$ cat config.mk
export PLATFORM = sky130hd
export DESIGN_NAME = mpu_host_cmd_tx
export DESIGN_NICKNAME = d
export VERILOG_FILES = /design/src/rtl/mpu_host_cmd_tx.sv
export SDC_FILE = /design/constraint.sdc
export NUM_CORES = 1
export LEC_CHECK = 0
export CAP_MARGIN = 25
export CELL_PAD_IN_SITES_DETAIL_PLACEMENT = 2
export CELL_PAD_IN_SITES_GLOBAL_PLACEMENT = 2
export CORE_MARGIN = 8
export CORE_UTILIZATION = 25
export CTS_CLUSTER_DIAMETER = 40
export CTS_CLUSTER_SIZE = 24
export DETAILED_ROUTE_END_ITERATION = 16
export PLACE_DENSITY_LB_ADDON = 0.1
export REMOVE_ABC_BUFFERS = 1
export SLEW_MARGIN = 40
export SYNTH_ARGS = -nofsm -noshare
export SYNTH_HDL_FRONTEND = slang
export SYNTH_SLANG_ARGS = --single-unit
$ cat constraint.sdc
create_clock -name clock -period 2.6 [get_ports clock]
set_clock_uncertainty 0.05 [all_clocks]
set_input_delay 0.52 -clock clock [delete_from_list [all_inputs] [get_ports clock]]
set_output_delay 0.52 -clock clock [all_outputs]
set_load 0.05 [all_outputs]
$ cat src/rtl/mpu_host_cmd_tx.sv
// Host-side MPU command transmitter: serialises one command into MPU
// interface words, streams payload to/from the MPU and tracks MPU status.
module mpu_host_cmd_tx #(
    parameter int DATA_W  = 32,
    parameter int NUM_TPU = 16,
    parameter int LEN_W   = 16,
    parameter int TIMEOUT = 1024
) (
    input  logic               clock,
    input  logic               reset,
    input  logic               I_Cmd_Valid,
    input  logic [2:0]         I_Cmd_Op,
    input  logic [DATA_W-1:0]  I_Cmd_ID,
    input  logic [DATA_W-1:0]  I_Cmd_Stride,
    input  logic [DATA_W-1:0]  I_Cmd_Base,
    input  logic [LEN_W-1:0]   I_Cmd_Len,
    input  logic [NUM_TPU-1:0] I_Cmd_EnTPU,
    output logic               O_Cmd_Ready,
    input  logic               I_Src_Valid,
    input  logic [DATA_W-1:0]  I_Src_Data,
    output logic               O_Src_Ready,
    input  logic               I_Rsp_Valid,
    input  logic [DATA_W-1:0]  I_Rsp_Data,
    output logic               O_Snk_Valid,
    output logic [DATA_W-1:0]  O_Snk_Data,
    output logic               O_Req_IF,
    output logic [DATA_W-1:0]  O_Data_IF,
    output logic               O_End_Ld,
    output logic               O_End_St,
    input  logic [3:0]         I_State,
    output logic               O_Done,
    output logic               O_Err
);

    localparam int TW = $clog2(TIMEOUT) + 1;

    localparam logic [2:0] OP_RUN     = 3'd0;
    localparam logic [2:0] OP_ST_PROG = 3'd1;
    localparam logic [2:0] OP_ST_DATA = 3'd2;
    localparam logic [2:0] OP_LD_DATA = 3'd3;
    localparam logic [2:0] OP_STOP    = 3'd4;
    localparam logic [2:0] OP_SET_EN  = 3'd5;

    typedef enum logic [3:0] {
        S_IDLE, S_CMD, S_ID, S_STRIDE, S_BASE, S_EN,
        S_SRC, S_RSP, S_WRUN, S_WSTOP, S_WRDY
    } state_t;

    state_t             state, state_n;
    logic [2:0]         op;
    logic [DATA_W-1:0]  id, stride, base;
    logic [LEN_W-1:0]   len, cnt;
    logic [NUM_TPU-1:0] en;
    logic [TW-1:0]      wcnt;
    logic               done_n, err_n, end_ld_n;
    logic               accept, last, tmo, rsp_take, waiting;

    assign accept      = (state == S_IDLE) && I_Cmd_Valid;
    assign last        = (cnt == len - LEN_W'(1));
    assign tmo         = (wcnt == TW'(TIMEOUT - 1));
    assign rsp_take    = (state == S_RSP) && (len != '0) && I_Rsp_Valid;
    assign waiting     = (state == S_WRUN) || (state == S_WSTOP) || (state == S_WRDY);
    assign O_Cmd_Ready = (state == S_IDLE);

    always_comb begin
        state_n     = state;
        done_n      = 1'b0;
        err_n       = 1'b0;
        end_ld_n    = 1'b0;
        O_Req_IF    = 1'b0;
        O_Data_IF   = '0;
        O_Src_Ready = 1'b0;
        O_End_St    = 1'b0;
        unique case (state)
            S_IDLE: begin
                if (I_Cmd_Valid) begin
                    if (I_Cmd_Op > OP_SET_EN) err_n = 1'b1;
                    else                      state_n = S_CMD;
                end
            end
            S_CMD: begin
                O_Req_IF  = 1'b1;
                O_Data_IF = DATA_W'(6'b000001 << op);
                case (op)
                    OP_RUN, OP_ST_DATA, OP_LD_DATA: state_n = S_ID;
                    OP_ST_PROG: state_n = S_SRC;
                    OP_STOP:    state_n = S_WSTOP;
                    OP_SET_EN:  state_n = S_EN;
                    default:    state_n = S_IDLE;
                endcase
            end
            S_ID: begin
                O_Req_IF  = 1'b1;
                O_Data_IF = id;
                state_n   = (op == OP_RUN) ? S_WRUN : S_STRIDE;
            end
            S_STRIDE: begin
                O_Req_IF  = 1'b1;
                O_Data_IF = stride;
                state_n   = S_BASE;
            end
            S_BASE: begin
                O_Req_IF  = 1'b1;
                O_Data_IF = base;
                state_n   = (op == OP_LD_DATA) ? S_RSP : S_SRC;
            end
            S_EN: begin
                O_Req_IF  = 1'b1;
                O_Data_IF = DATA_W'(en);
                done_n    = 1'b1;
                state_n   = S_IDLE;
            end
            S_SRC: begin
                // An empty payload still spends one cycle here to flag the end
                if (len == '0) begin
                    O_End_St = 1'b1;
                    state_n  = S_WRDY;
                end else if (I_Src_Valid) begin
                    O_Req_IF    = 1'b1;
                    O_Data_IF   = I_Src_Data;
                    O_Src_Ready = 1'b1;
                    if (last) begin
                        O_End_St = 1'b1;
                        state_n  = S_WRDY;
                    end
                end
            end
            S_RSP: begin
                if (len == '0 || (I_Rsp_Valid && last)) begin
                    end_ld_n = 1'b1;
                    state_n  = S_WRDY;
                end
            end
            S_WRUN: begin
                if (I_State[1]) begin
                    done_n  = 1'b1;
                    state_n = S_IDLE;
                end else if (tmo) begin
                    err_n   = 1'b1;
                    state_n = S_IDLE;
                end
            end
            S_WSTOP: begin
                if (I_State[2]) begin
                    done_n  = 1'b1;
                    state_n = S_IDLE;
                end else if (tmo) begin
                    err_n   = 1'b1;
                    state_n = S_IDLE;
                end
            end
            S_WRDY: begin
                // NoThMem outranks Ready
                if (I_State[3] || (!I_State[0] && tmo)) begin
                    err_n   = 1'b1;
                    state_n = S_IDLE;
                end else if (I_State[0]) begin
                    done_n  = 1'b1;
                    state_n = S_IDLE;
                end
            end
            default: state_n = S_IDLE;
        endcase
    end

    always_ff @(posedge clock or negedge reset) begin
        if (!reset) begin
            state       <= S_IDLE;
            op          <= '0;
            id          <= '0;
            stride      <= '0;
            base        <= '0;
            len         <= '0;
            en          <= '0;
            cnt         <= '0;
            wcnt        <= '0;
            O_Done      <= 1'b0;
            O_Err       <= 1'b0;
            O_End_Ld    <= 1'b0;
            O_Snk_Valid <= 1'b0;
            O_Snk_Data  <= '0;
        end else begin
            state       <= state_n;
            O_Done      <= done_n;
            O_Err       <= err_n;
            O_End_Ld    <= end_ld_n;
            O_Snk_Valid <= rsp_take;
            if (rsp_take) O_Snk_Data <= I_Rsp_Data;
            if (accept) begin
                op     <= I_Cmd_Op;
                id     <= I_Cmd_ID;
                stride <= I_Cmd_Stride;
                base   <= I_Cmd_Base;
                len    <= I_Cmd_Len;
                en     <= I_Cmd_EnTPU;
                cnt    <= '0;
            end else if (O_Src_Ready || rsp_take) begin
                cnt <= cnt + LEN_W'(1);
            end
            if (state_n != state) wcnt <= '0;
            else if (waiting)     wcnt <= wcnt + TW'(1);
        end
    end

endmodule

==> summary.txt <==
Yosys
  – Number of warnings reported in the yosys synthesis log: 0
  – Cell taking the most area after synthesis: dfrtp_1
  – Synthesized area: around 9600 sq um
  – Number of synthesized flops with an enable pin: 0
  – Area fraction of the dominant cell type after synthesis: 51.5%
  – Number of distinct standard cells referenced by the synthesized netlist: 65
  – Fraction of the yosys area taken by sequential cells: between 50% and 60%
  – Proportion of synthesized flip-flops having asynchronous set or reset: 100%
  – Average cell area after synthesis: roughly 8.8 sq um
  – Commonest register cell after synthesis: dfrtp_1
  – Largest cells by area after synthesis: dfrtp_1 (52%), nand2_1 (18%), mux2_2 (3.9%)
  – Synth Instances: roughly 1.1k
  – Count of state elements after synthesis: 198

Timing
  – Transition time of the tightest slew-check pin: ~0.64 ns
  – Portion of the clock cycle consumed by the worst path in the final layout: 127%
  – Min Clock Period, post-route: roughly 3.3 ns
  – Setup-failing EPs final: between 50 and 60
  – Worst slew margin: between 50% and 60%
  – Setup slack after layout: -0.709 ns
  – Peak Freq: a little over 0.3 GHz
  – Final max-slew violation count: 0
  – Final hold vios: 0
  – Worst hold slack: 0.433 ns
  – Unrepaired setup endpoints after global routing: yes

Global route
  – Vias in the first global route: roughly 11k
  – First-pass GRT wire length: roughly 62000 microns
  – Total GRT Usage: around 18%
  – Largest net degree at the start of global routing: between 100 and 150
  – Overflow left after global routing: 0
  – Antenna violations before repair: 11

Worst hold path
  – Min-Delay Path Class: reg2reg

Floorplanning
  – Core outline area: 38300 sq um
  – Boundary Pins: between 200 and 300
  – Vertical extent of the die: between 200 and 250 microns
  – Cell row count: between 70 and 80
  – Die Outline Area: 45000 sq um
  – Die width: between 200 and 250 microns
  – Initial core utilization: about a quarter

Placed design
  – Port Buffers: ~280
  – Placed cells: a little under 2k
  – Detailed placement HPWL: about 29000 microns
  – Setup slack after placement: -0.539 ns
  – Gpl congestion: between 0.7 and 0.8

Run status
  – Violations in the final reports: setup timing
  – Result of the run: finished, violations left

CTS
  – Maximum root-to-sink buffer count: 2
  – Number of buffers created by CTS: 17
  – Clk slew on worst S/H paths: 0.08 ns
  – Clk sink count: ~200
  – Library cell used as clock root buffer: clkbuf_16
  – Clock H-tree levels: 4
  – Clock tree from TritonCTS: done
  – Worst skew pair latency: 0.45 ns

Detailed routing
  – Average vias per placed instance: around 4.7
  – Starting DRT DRC Count: between 200 and 300
  – First-pass iteration count of the detailed router: 5
  – # DRC: 0
  – Remaining number of nets flagged by the antenna check after routing: 0
  – Routed length per placed instance: approximately 21 microns
  – DRT Wirelength: 41400 microns
  – Total vias in the final route: around 9.4k

Worst setup path
  – Combined buffer and inverter count along the critical path: 2
  – Kind of end point of the critical path: primary output
  – First element of the critical path: len[10]
  – Critical-path maximum fanout: 3
  – Crit path max-delay cell type: dfrtp_1
  – Type of the worst setup path: reg2out
  – CP cell instances: or3_4 -> buf_4 -> nor2_2 -> xnor2_1 -> a31o_2 -> nand3_1 -> o41ai_2 -> and3_1 -> buf_12
  – Startpoint types: flip-flop
  – R2R Path End: wcnt[2]
  – Worst reg2reg path startpoint: len[3]
  – Cell family contributing the most delay on the critical path: simple AND/OR/NAND/NOR gates
  – Data required, critical path: 2.03 ns
  – Worst R2R Path Depth: 9
  – Critical path capture point: O_End_St
  – Stages on the worst setup path: 9
  – Data arrival at the endpoint of the critical path: 2.74 ns
  – Critical path's largest stage delay: between 0.4 and 0.5 ns
  – R2R setup slack: -0.18 ns

Power and ir drop
  – Final Power: approximately 20 mW
  – Leakage power figure: 7.35 nW
  – Max IR drop VDD: just over 700 uV
  – Power per cell area: approximately 1300 nW/um^2

Finish
  – Final Non-Filler Cells: roughly 2.0k
  – Fillers: just over 4k
  – Layout cells sized above 1: between 20% and 30%
  – Leading cell type in the layout, fill and taps excluded: nand2_1
  – Number of nets at the end of the flow: between 1.5k and 2k
  – Share of the core filled with cells in the final layout: between 40% and 50%
  – Most frequent cells in the layout: nand2_1 (418), clkdlybuf4s50_1 (238), dfrtp_1 (195)
  – Area Overhead vs Synth: 64.9%

Run
  – Max-cap violations: 0
## power by group
group	total, mW	internal (mW)	switching (mW)	leakage (nW)
clock network	2.74	1.42	1.33	0.287
logic	12.1	5.37	6.75	4.54
registers	5.15	4.32	0.821	2.52
## area by class of cell
| cell class | count | area, sq um | share of cell area [%] |
|---|---|---|---|
| multi-input combinational | 822 | 5130 | 32.3 |
| timing repair buffer | 424 | 4530 | 28.5 |
| tap | 518 | 648 | 4.09 |
| antenna | 1 | 2.50 | 0.0158 |
| clock buffer | 20 | 467 | 2.94 |
| sequential | 198 | 4960 | 31.3 |
| clock inverter | 11 | 114 | 0.718 |
| inverter | 4 | 15.0 | 0.0947 |
## worst min-delay path by stage
stage | startpoint | to | slack, ns | depth (start not counted)
4_1_cts | stride[13] | stride[13] | 0.43 | 2
2_1_floorplan | reset | O_Done | 0.17 | 0
6_report | id[21] | id[21] | 0.43 | 2
3_5_place_dp | stride[13] | stride[13] | 0.42 | 2
5_1_grt | stride[1] | stride[1] | 0.46 | 2
3_3_place_gp | stride[2] | stride[2] | 0.41 | 2
## routing by layer
layer,track usage [%],vias up,wire (microns)
met5,0,-,132
met4,4.77,20,801
met3,4.58,66,1940
met2,32.2,173,21500
li1,-,4397,-
met1,21.3,4752,17000
## state kept, by name, indices dropped and copies added (netlist names), 3 cells and up
name and count:
stride 32, cnt 16, len 16, state 4, O_Snk_Data 32, base 32
op 3, id 32, en 16, wcnt 11
## cells in the mapped netlist, types with 9 or more instances
library cell	count
nand4_1	11
nor2_1	46
nand2_1	464
a21oi_1	10
mux2_2	33
xnor2_1	23
nor4_1	10
nor2b_1	10
a222oi_1	17
o21ai_0	16
nor3_1	14
xor2_1	19
or3_1	9
clkbuf_1	61
nand3_1	19
a22oi_1	28
dfrtp_1	198
## worst min-delay path, cell delays in order, from the launching register on
cell     delay [ns]
dfrtp_1        0.35
nand2_1        0.05
nand2_1        0.05
## through the flow
step                instance area [sq um]  setup TNS, ns
floorplan                            9340        -456.66
global placement                    14200          -9.32
detailed placement                  14200         -10.81
CTS                                 15100         -16.88
global route                        15900         -26.55
finish                              15900         -18.48
## logic make-up (layout without fill, tap and decap cells)
family	count (synthesis)	after routing	share of synthesized area, %
mux	37	37	4.28
other cells	0	1	0
xor+xnor	42	42	3.82
flops	198	198	51.5
buf+inv	75	459	3.11
compound gates	115	115	9.20
fa+ha+maj	4	4	0.520
simple gates	622	624	27.6
## what timing repair did
| action | CTS | global route |
|---|---|---|
| hold endpoints to repair | 46 | 0 |
| resized for setup | 38 | 152 |
| pin swaps | 22 | 57 |
| cloned | 2 | 4 |
| setup buffers | 16 | 9 |
| endpoints found under the setup margin | 61 | 66 |
| hold buffers | 1 | 0 |
(Power assumes the default switching activity.)
